--- src/rtl/bp_trigger_ctrl.sv ---
// Trigger CSR controller for a two-entry breakpoint unit; optional BP_RANGE_EN enables range match on trigger 1.
// Latency: request accepted in T, state committed end of T+1, response valid from T+2.
// Backpressure: one access in flight; ready stays low until the response is taken.
module bp_trigger_ctrl (
    input  logic        clk,
    input  logic        reset,
    input  logic        io_csr_req_valid,
    output logic        io_csr_req_ready,
    input  logic        io_csr_req_wen,
    input  logic [11:0] io_csr_req_addr,
    input  logic [31:0] io_csr_req_wdata,
    output logic        io_csr_resp_valid,
    input  logic        io_csr_resp_ready,
    output logic [31:0] io_csr_resp_rdata,
    output logic        io_csr_resp_illegal,
    input  logic        io_status_debug,
    output logic [31:0] io_bp_0_control,
    output logic [31:0] io_bp_1_control,
    output logic [31:0] io_bp_0_address,
    output logic [31:0] io_bp_1_address,
    input  logic        io_xcpt_if,
    input  logic        io_xcpt_ld,
    input  logic        io_xcpt_st,
    input  logic        io_hit_clear,
    output logic        io_hit_pending,
    output logic [2:0]  io_hit_cause
);

    typedef enum logic [1:0] {
        S_IDLE = 2'd0,
        S_EXEC = 2'd1,
        S_RESP = 2'd2
    } state_t;

    localparam logic [11:0] ADDR_TSELECT = 12'h7A0;
    localparam logic [11:0] ADDR_TDATA1  = 12'h7A1;
    localparam logic [11:0] ADDR_TDATA2  = 12'h7A2;
    localparam logic [31:0] CTRL_RST     = 32'h2000_0000;

    state_t      state_q, state_d;
    logic        req_wen_q, req_wen_d;
    logic [11:0] req_addr_q, req_addr_d;
    logic [31:0] req_wdata_q, req_wdata_d;
    logic        tselect_q, tselect_d;
    logic [31:0] ctrl0_q, ctrl0_d, ctrl1_q, ctrl1_d;
    logic [31:0] addr0_q, addr0_d, addr1_q, addr1_d;
    logic [31:0] rdata_q, rdata_d;
    logic        illegal_q, illegal_d;
    logic [2:0]  cause_q, cause_d;

    logic [31:0] sel_ctrl, sel_addr, new_ctrl;
    logic        locked;

    // Hardwired fields are regenerated; unsupported bpmatch encodings collapse to exact match.
    function automatic logic [31:0] legalise(input logic [31:0] wdata, input logic sel);
        logic [3:0] bpmatch;
        logic       ok;
        bpmatch = wdata[10:7];
        ok      = (bpmatch == 4'd0) || (bpmatch == 4'd2);
`ifdef BP_RANGE_EN
        ok      = ok || (sel && (bpmatch == 4'd1));
`else
        ok      = ok && (sel || !sel);
`endif
        return {4'h2, 5'd0, 4'd0, wdata[18:11], (ok ? bpmatch : 4'd0), wdata[6:0]};
    endfunction

    always_comb begin
        state_d     = state_q;
        req_wen_d   = req_wen_q;
        req_addr_d  = req_addr_q;
        req_wdata_d = req_wdata_q;
        tselect_d   = tselect_q;
        ctrl0_d     = ctrl0_q;
        ctrl1_d     = ctrl1_q;
        addr0_d     = addr0_q;
        addr1_d     = addr1_q;
        rdata_d     = rdata_q;
        illegal_d   = illegal_q;
        new_ctrl    = 32'd0;
        sel_ctrl    = tselect_q ? ctrl1_q : ctrl0_q;
        sel_addr    = tselect_q ? addr1_q : addr0_q;
        // A debug-owned trigger may only be reprogrammed from debug mode.
        locked      = sel_ctrl[11] && !io_status_debug;

        case (state_q)
            S_IDLE: begin
                if (io_csr_req_valid) begin
                    req_wen_d   = io_csr_req_wen;
                    req_addr_d  = io_csr_req_addr;
                    req_wdata_d = io_csr_req_wdata;
                    state_d     = S_EXEC;
                end
            end
            S_EXEC: begin
                state_d   = S_RESP;
                illegal_d = 1'b0;
                case (req_addr_q)
                    ADDR_TSELECT: begin
                        if (req_wen_q && (req_wdata_q[31:1] == 31'd0)) begin
                            tselect_d = req_wdata_q[0];
                        end
                        rdata_d = {31'd0, tselect_d};
                    end
                    ADDR_TDATA1: begin
                        if (req_wen_q && locked) begin
                            illegal_d = 1'b1;
                            rdata_d   = sel_ctrl;
                        end else if (req_wen_q) begin
                            new_ctrl = legalise(req_wdata_q, tselect_q);
                            if (tselect_q) ctrl1_d = new_ctrl;
                            else           ctrl0_d = new_ctrl;
                            rdata_d = new_ctrl;
                        end else begin
                            rdata_d = sel_ctrl;
                        end
                    end
                    ADDR_TDATA2: begin
                        if (req_wen_q && locked) begin
                            illegal_d = 1'b1;
                            rdata_d   = sel_addr;
                        end else if (req_wen_q) begin
                            if (tselect_q) addr1_d = req_wdata_q;
                            else           addr0_d = req_wdata_q;
                            rdata_d = req_wdata_q;
                        end else begin
                            rdata_d = sel_addr;
                        end
                    end
                    default: begin
                        illegal_d = 1'b1;
                        rdata_d   = 32'd0;
                    end
                endcase
            end
            S_RESP: begin
                if (io_csr_resp_ready) state_d = S_IDLE;
            end
            default: state_d = S_IDLE;
        endcase

        // A hit arriving alongside clear survives it.
        cause_d = (io_hit_clear ? 3'b000 : cause_q) | {io_xcpt_st, io_xcpt_ld, io_xcpt_if};
    end

    always_ff @(posedge clk) begin
        if (reset) begin
            state_q     <= S_IDLE;
            req_wen_q   <= 1'b0;
            req_addr_q  <= 12'd0;
            req_wdata_q <= 32'd0;
            tselect_q   <= 1'b0;
            ctrl0_q     <= CTRL_RST;
            ctrl1_q     <= CTRL_RST;
            addr0_q     <= 32'd0;
            addr1_q     <= 32'd0;
            rdata_q     <= 32'd0;
            illegal_q   <= 1'b0;
            cause_q     <= 3'b000;
        end else begin
            state_q     <= state_d;
            req_wen_q   <= req_wen_d;
            req_addr_q  <= req_addr_d;
            req_wdata_q <= req_wdata_d;
            tselect_q   <= tselect_d;
            ctrl0_q     <= ctrl0_d;
            ctrl1_q     <= ctrl1_d;
            addr0_q     <= addr0_d;
            addr1_q     <= addr1_d;
            rdata_q     <= rdata_d;
            illegal_q   <= illegal_d;
            cause_q     <= cause_d;
        end
    end

    assign io_csr_req_ready    = (state_q == S_IDLE);
    assign io_csr_resp_valid   = (state_q == S_RESP);
    assign io_csr_resp_rdata   = rdata_q;
    assign io_csr_resp_illegal = illegal_q;
    assign io_bp_0_control     = ctrl0_q;
    assign io_bp_1_control     = ctrl1_q;
    assign io_bp_0_address     = addr0_q;
    assign io_bp_1_address     = addr1_q;
    assign io_hit_cause        = cause_q;
    assign io_hit_pending      = |cause_q;

endmodule

--- config.mk ---
export PLATFORM = sky130hd
export DESIGN_NAME = bp_trigger_ctrl
export DESIGN_NICKNAME = d
export VERILOG_FILES = /design/src/rtl/bp_trigger_ctrl.sv
export SDC_FILE = /design/constraint.sdc
export NUM_CORES = 1
export LEC_CHECK = 0
export BUFFER_PORTS_ARGS = -buffer_cell sky130_fd_sc_hd__buf_2
export CAP_MARGIN = 40
export CORE_UTILIZATION = 40
export DETAILED_ROUTE_END_ITERATION = 7
export GPL_TIMING_DRIVEN = 0
export PLACE_DENSITY = 0.69
export REMOVE_ABC_BUFFERS = 1
export SETUP_SLACK_MARGIN = 0.02
export SLEW_MARGIN = 10
export SYNTH_ARGS = -nofsm -noshare
export SYNTH_HDL_FRONTEND = slang
export SYNTH_SLANG_ARGS = --single-unit
--- constraint.sdc ---
create_clock -name clk -period 6.4 [get_ports clk]
set_clock_uncertainty 0.15 [all_clocks]
set_input_delay 0.96 -clock clk [delete_from_list [all_inputs] [get_ports clk]]
set_output_delay 0.96 -clock clk [all_outputs]
set_load 0.005 [all_outputs]
# Word-level counts from Yosys, hierarchy flattened
# Cells that the tools add are included.
[totals]
inputBits = 54
memories = 0
wordCells = 55
latchBits = 0
mem_bits_ro = 0
ramBits = 0
reg_bits = 186
[op_classes]
eq_ne = 8
bitwise = 3
n_mul = 0
magnitude_cmp = 0
div = 0
reduce_logical = 17
n_mux = 15
n_addsub = 0
shift = 0
[op_table]
columns = ["cell", "count"]
rows = [
  ["$mux 32", 3],
  ["$pmux 32 s3", 1],
  ["$mux 19", 3],
  ["$eq 12x11->1 const B", 3],
  ["$logic_not 31->1", 1],
  ["$reduce_and 5->1", 4],
  ["$pmux 2 s3", 1],
  ["$reduce_and 2->1", 3],
  ["$eq 4x2->1 const B", 1],
  ["$logic_not 4->1", 1],
  ["$mux 2", 2],
  ["$mux 4", 1],
  ["$logic_and 1x1->1", 3],
  ["$mux 3", 1],
  ["$or 3x3->3", 1],
  ["$reduce_or 3->1", 1],
  ["$eq 2x1->1 const B", 1],
  ["$eq 2x2->1 const B", 1],
  ["$logic_not 2->1", 1],
  ["$mux 1", 2],
  ["$ne 2x1->1 const B", 1],
  ["$ne 2x2->1 const B", 1],
  ["$not 1->1", 2],
  ["$pmux 1 s2", 1],
  ["3 further kinds", 3],
]

# Longest topological paths before layout
[logic_depth]
word_depth = 6
depth_mapped = 7

# Worst setup path after synthesis
# OpenSTA, ideal clock, no wires.
[synth_timing]
path_type = "input to register"
from = "input port reset"
to = "register rdata_q[13] (netlist: io_csr_resp_rdata[13])"
setup_slack_ps = 3966
arrival_ps = 2217
required_ps = 6183
setup_ps = 67
path_stages = 6
path_cell_list = "clkbuf_1 > or3_1 > nor2_4 > nand2_1 > buf_2 > o21ai_2"
[synth_rtl]
columns = ["element", "line", "rtl"]
rows = [
  ["start, declared", "6", "input logic reset,"],
  ["end signal, assigned", "170", "rdata_q <= rdata_d;"],
  ["end, declared", "47", "logic [31:0] rdata_q, rdata_d;"],
]

# Worst setup path in the final report
[layout_timing]
from = "register req_addr_q[11]"
to = "register addr0_q[8] (netlist: io_bp_0_address[8])"
[layout_between]
elab_chain_cells = 2
[layout_rtl]
columns = ["element", "line", "rtl"]
rows = [
  ["start, declared", "42", "logic [11:0] req_addr_q, req_addr_d;"],
  ["start signal, assigned", "163", "req_addr_q <= req_addr_d;"],
  ["$eq 12x11->1", "98", "case (req_addr_q)"],
  ["$reduce_and 5->1 (no line)", "--", ""],
  ["end signal, assigned", "168", "addr0_q <= addr0_d;"],
  ["end, declared", "46", "logic [31:0] addr0_q, addr0_d, addr1_q, addr1_d;"],
]
# Every way passes these cells.
# A chain may end at the register's enable or synchronous reset.

==> impl_metrics.toml <==
[outcome]
status = "finished clean"

[clock_network]
cts_buffers = 17
post-cts-setup-buffers = 0
clkLatencyLatePin_ns = 0.42
cts_resized = 0
htreeDepth = 4
tritoncts = "yes"
path_clk_slew_ns = 0.07
hold_buffers = 0
clockBufferDepth = 2
cts.sinks = 186
root_buffer = "clkbuf_16"

[route]
route.detailed.drc = 0
wl_per_cell_um = 17.03
firstDrtPassIters = 5
via_per_inst = 5.137
wirelength_um = 22990
drt-initial-drc-count = 366
vias = 6935
postRouteAntennaNets = 0

[timing]
worst_pin_slew_ns = 0.9148
timing.slew.headroom_pct = 39.01
max_clock_freq_mhz = 328.6
setup_viol = 0
hold_viol_final = 0
holdWs_ns = 0.2993
fin_tns_setup_ns = 0
setup_ws_ns = 3.357
report.final.slew_viol_count = 0
min_period_ns = 3.043
rsz0062_at_grt = "false"
timing.final.crit_share_pct = 47.55

[power_and_ir_drop]
p_switching_mw = 0.5834
irDropWorstVdd_mv = 0.1706
power.internal_mw = 1.931
p_clk_share_pct = 46.4
power_leakage_nw = 4.034
p_total_mw = 2.515
switching_share_pct = 23.20
seqPwrFrac_pct = 48.0
power_frac_comb_pct = 5.6
pwr_density_cell_nw_per_um2 = 255.1

[global_routing]
antenna_found_initial = 0
grt_max_degree = 106
grt.total_usage_pct = 22.73
grt_pass1_vias = 6373
grt_pass1_wl_um = 35380
grt_overflow_total = 0

[finish]
fillCellCount = 1885
regArea_um2 = 3727
layout_commonest_cell = "nand2_1"
diodes = 0
fin_nets = 1126
final_cell_area_um2 = 9859
final_cell_mix = "nand2_1, buf_2, dfxtp_1"
syn2layout_area_growth_pct = 24.37
drive_gt1_share_pct = 28.76
final_cells = 1350
multi_input_area_um2 = 3800
fin_util_pct = 50.66

[flow_run]
drv_cap = 0

[place]
dp_slack_ns = 3.081
placedCellCount = 1318
dpl_cell_area_um2 = 9198
portBuffers = 194
gp_congestion = 0.7670
place_hpwl_um = 15920

[critical_path]
worst-setup-path-type = "reg -> reg"
cp_max_fo = 19
arrival_ns = 3.18
critPathRequiredTime_ns = 6.54
worstSetupStartpointType = "flip-flop"
end_kind = "flip-flop"

[die]
die_w_um = 142.8
die_h_um = 142.8
ioPinCount = 221
row_count = 51
initial_core_util_pct = 40.73
die_area_um2 = 20390
coreArea_um2 = 19460

[synth]
synth_edf_count = 0
syn_area_um2 = 7928
avgSynthCellArea_um2 = 8.731
synth_seq_cells = 186
ys_async_sr_fraction_pct = 0
syn_inst = 908
seq_area_frac_synth_pct = 46.97
yosysTopAreaCell = "dfxtp_1"
yosys.cell_types.count = 49
yosys-top-cells-area = "dfxtp_1, nand2_1, mux2i_1"
synth_top_area_share_pct = 46.97
yosys_most_used_dff = "dfxtp_1"
ys_warn_count = 0

[min_path]
hold_class = "reg -> reg"
==> cell type report <==
class / count / share of cell area [%]
multi-input cells: 650 / 38.54
flip-flops and latches: 186 / 37.80
repair buffers: 215 / 13.50
clock buffers: 21 / 4.873
well taps: 265 / 3.363
clock inverters: 11 / 1.840
inverters: 2 / 0.07614
==> critical path: stages, from the launching register on <==
cell and delay, ns:
dfxtp_1 0.31, or4b_4 0.59, nor4_4 0.44, buf_6 0.22
and4b_2 0.63, buf_12 0.30, mux2i_1 0.23, nor2_1 0.05
==> flip-flops by register name (all words and copies together) (netlist names) <==
| signal | count |
|---|---|
| io_csr_resp_rdata | 32 |
| req_wen_q | 1 |
| io_bp_1_control | 19 |
| io_bp_0_address | 32 |
| state_q | 2 |
| req_addr_q | 12 |
| io_bp_1_address | 32 |
| io_bp_0_control | 19 |
| tselect_q | 1 |
| io_hit_cause | 3 |
| req_wdata_q | 32 |
| io_csr_resp_illegal | 1 |
==> path summary, 6_finish.rpt <==
kind,slack (ns),endpoint,depth (start not counted),start
hold / removal,0.30,req_addr_q[10]$_SDFFE_PP0P_,2,req_addr_q[10]$_SDFFE_PP0P_
setup / recovery,3.36,io_bp_0_address[8]$_SDFFE_PP0P_,7,req_addr_q[11]$_SDFFE_PP0P_
hold reg to reg,0.30,req_addr_q[10]$_SDFFE_PP0P_,2,req_addr_q[10]$_SDFFE_PP0P_
setup reg to reg,3.36,io_bp_0_address[8]$_SDFFE_PP0P_,7,req_addr_q[11]$_SDFFE_PP0P_
==> cells in the mapped netlist, types with 2 or more instances <==
master / n
nand2_1: 223
dfxtp_1: 186
a21oi_1: 113
mux2i_1: 68
nor2_1: 59
clkbuf_1: 40
mux2_2: 30
buf_4: 27
a22oi_1: 16
buf_2: 15
o211ai_1: 13
a22oi_2: 10
o21ai_2: 10
nand3_1: 8
buf_1: 7
nand2b_1: 6
nand4_1: 6
nor3_1: 6
nor3b_1: 6
nor4_1: 6
buf_6: 5
and2_1: 3
and4_1: 3
nand4b_1: 3
o2111ai_1: 3
o21ai_1: 3
or3_1: 3
a21bo_2: 2
a31oi_1: 2
conb_1: 2
inv_1: 2
nor2b_1: 2
nor4_4: 2
o21ai_0: 2
o22ai_1: 2
==> power groups by stage <==
stage | sequential (mW) | clock (mW) | combinational, mW
floorplan | 1.22 | 0 | 0.0643
global placement | 1.23 | 0 | 0.128
detailed placement | 1.23 | 0 | 0.142
CTS | 1.21 | 1.19 | 0.143
global route | 1.21 | 1.24 | 0.156
finish | 1.21 | 1.17 | 0.141
==> routing by layer <==
| layer | vias up | share of wire [%] | track usage [%] | wire, um |
|---|---|---|---|---|
| li1 | 3386 | - | - | - |
| met1 | 3309 | 45 | 29.43 | 10260 |
| met3 | 20 | 5.5 | 5.231 | 1275 |
| met4 | 0 | 1.7 | 7.357 | 387 |
| met5 | - | 0 | 0 | 0 |
| met2 | 220 | 48 | 37.28 | 11070 |
==> kinds of logic (layout without fill, tap and decap cells) <==
| kind of cell | after synthesis | after routing | synth area share, % |
|---|---|---|---|
| AOI/OAI and AO/OA | 181 | 181 | 14.30 |
| buffers and inverters | 96 | 249 | 6.534 |
| DFF | 186 | 186 | 46.97 |
| muxes | 98 | 98 | 12.85 |
| other | 2 | 26 | 0.09473 |
| and+or+nand+nor | 345 | 345 | 19.26 |
Note: power is estimated with default switching activity, not from simulation.
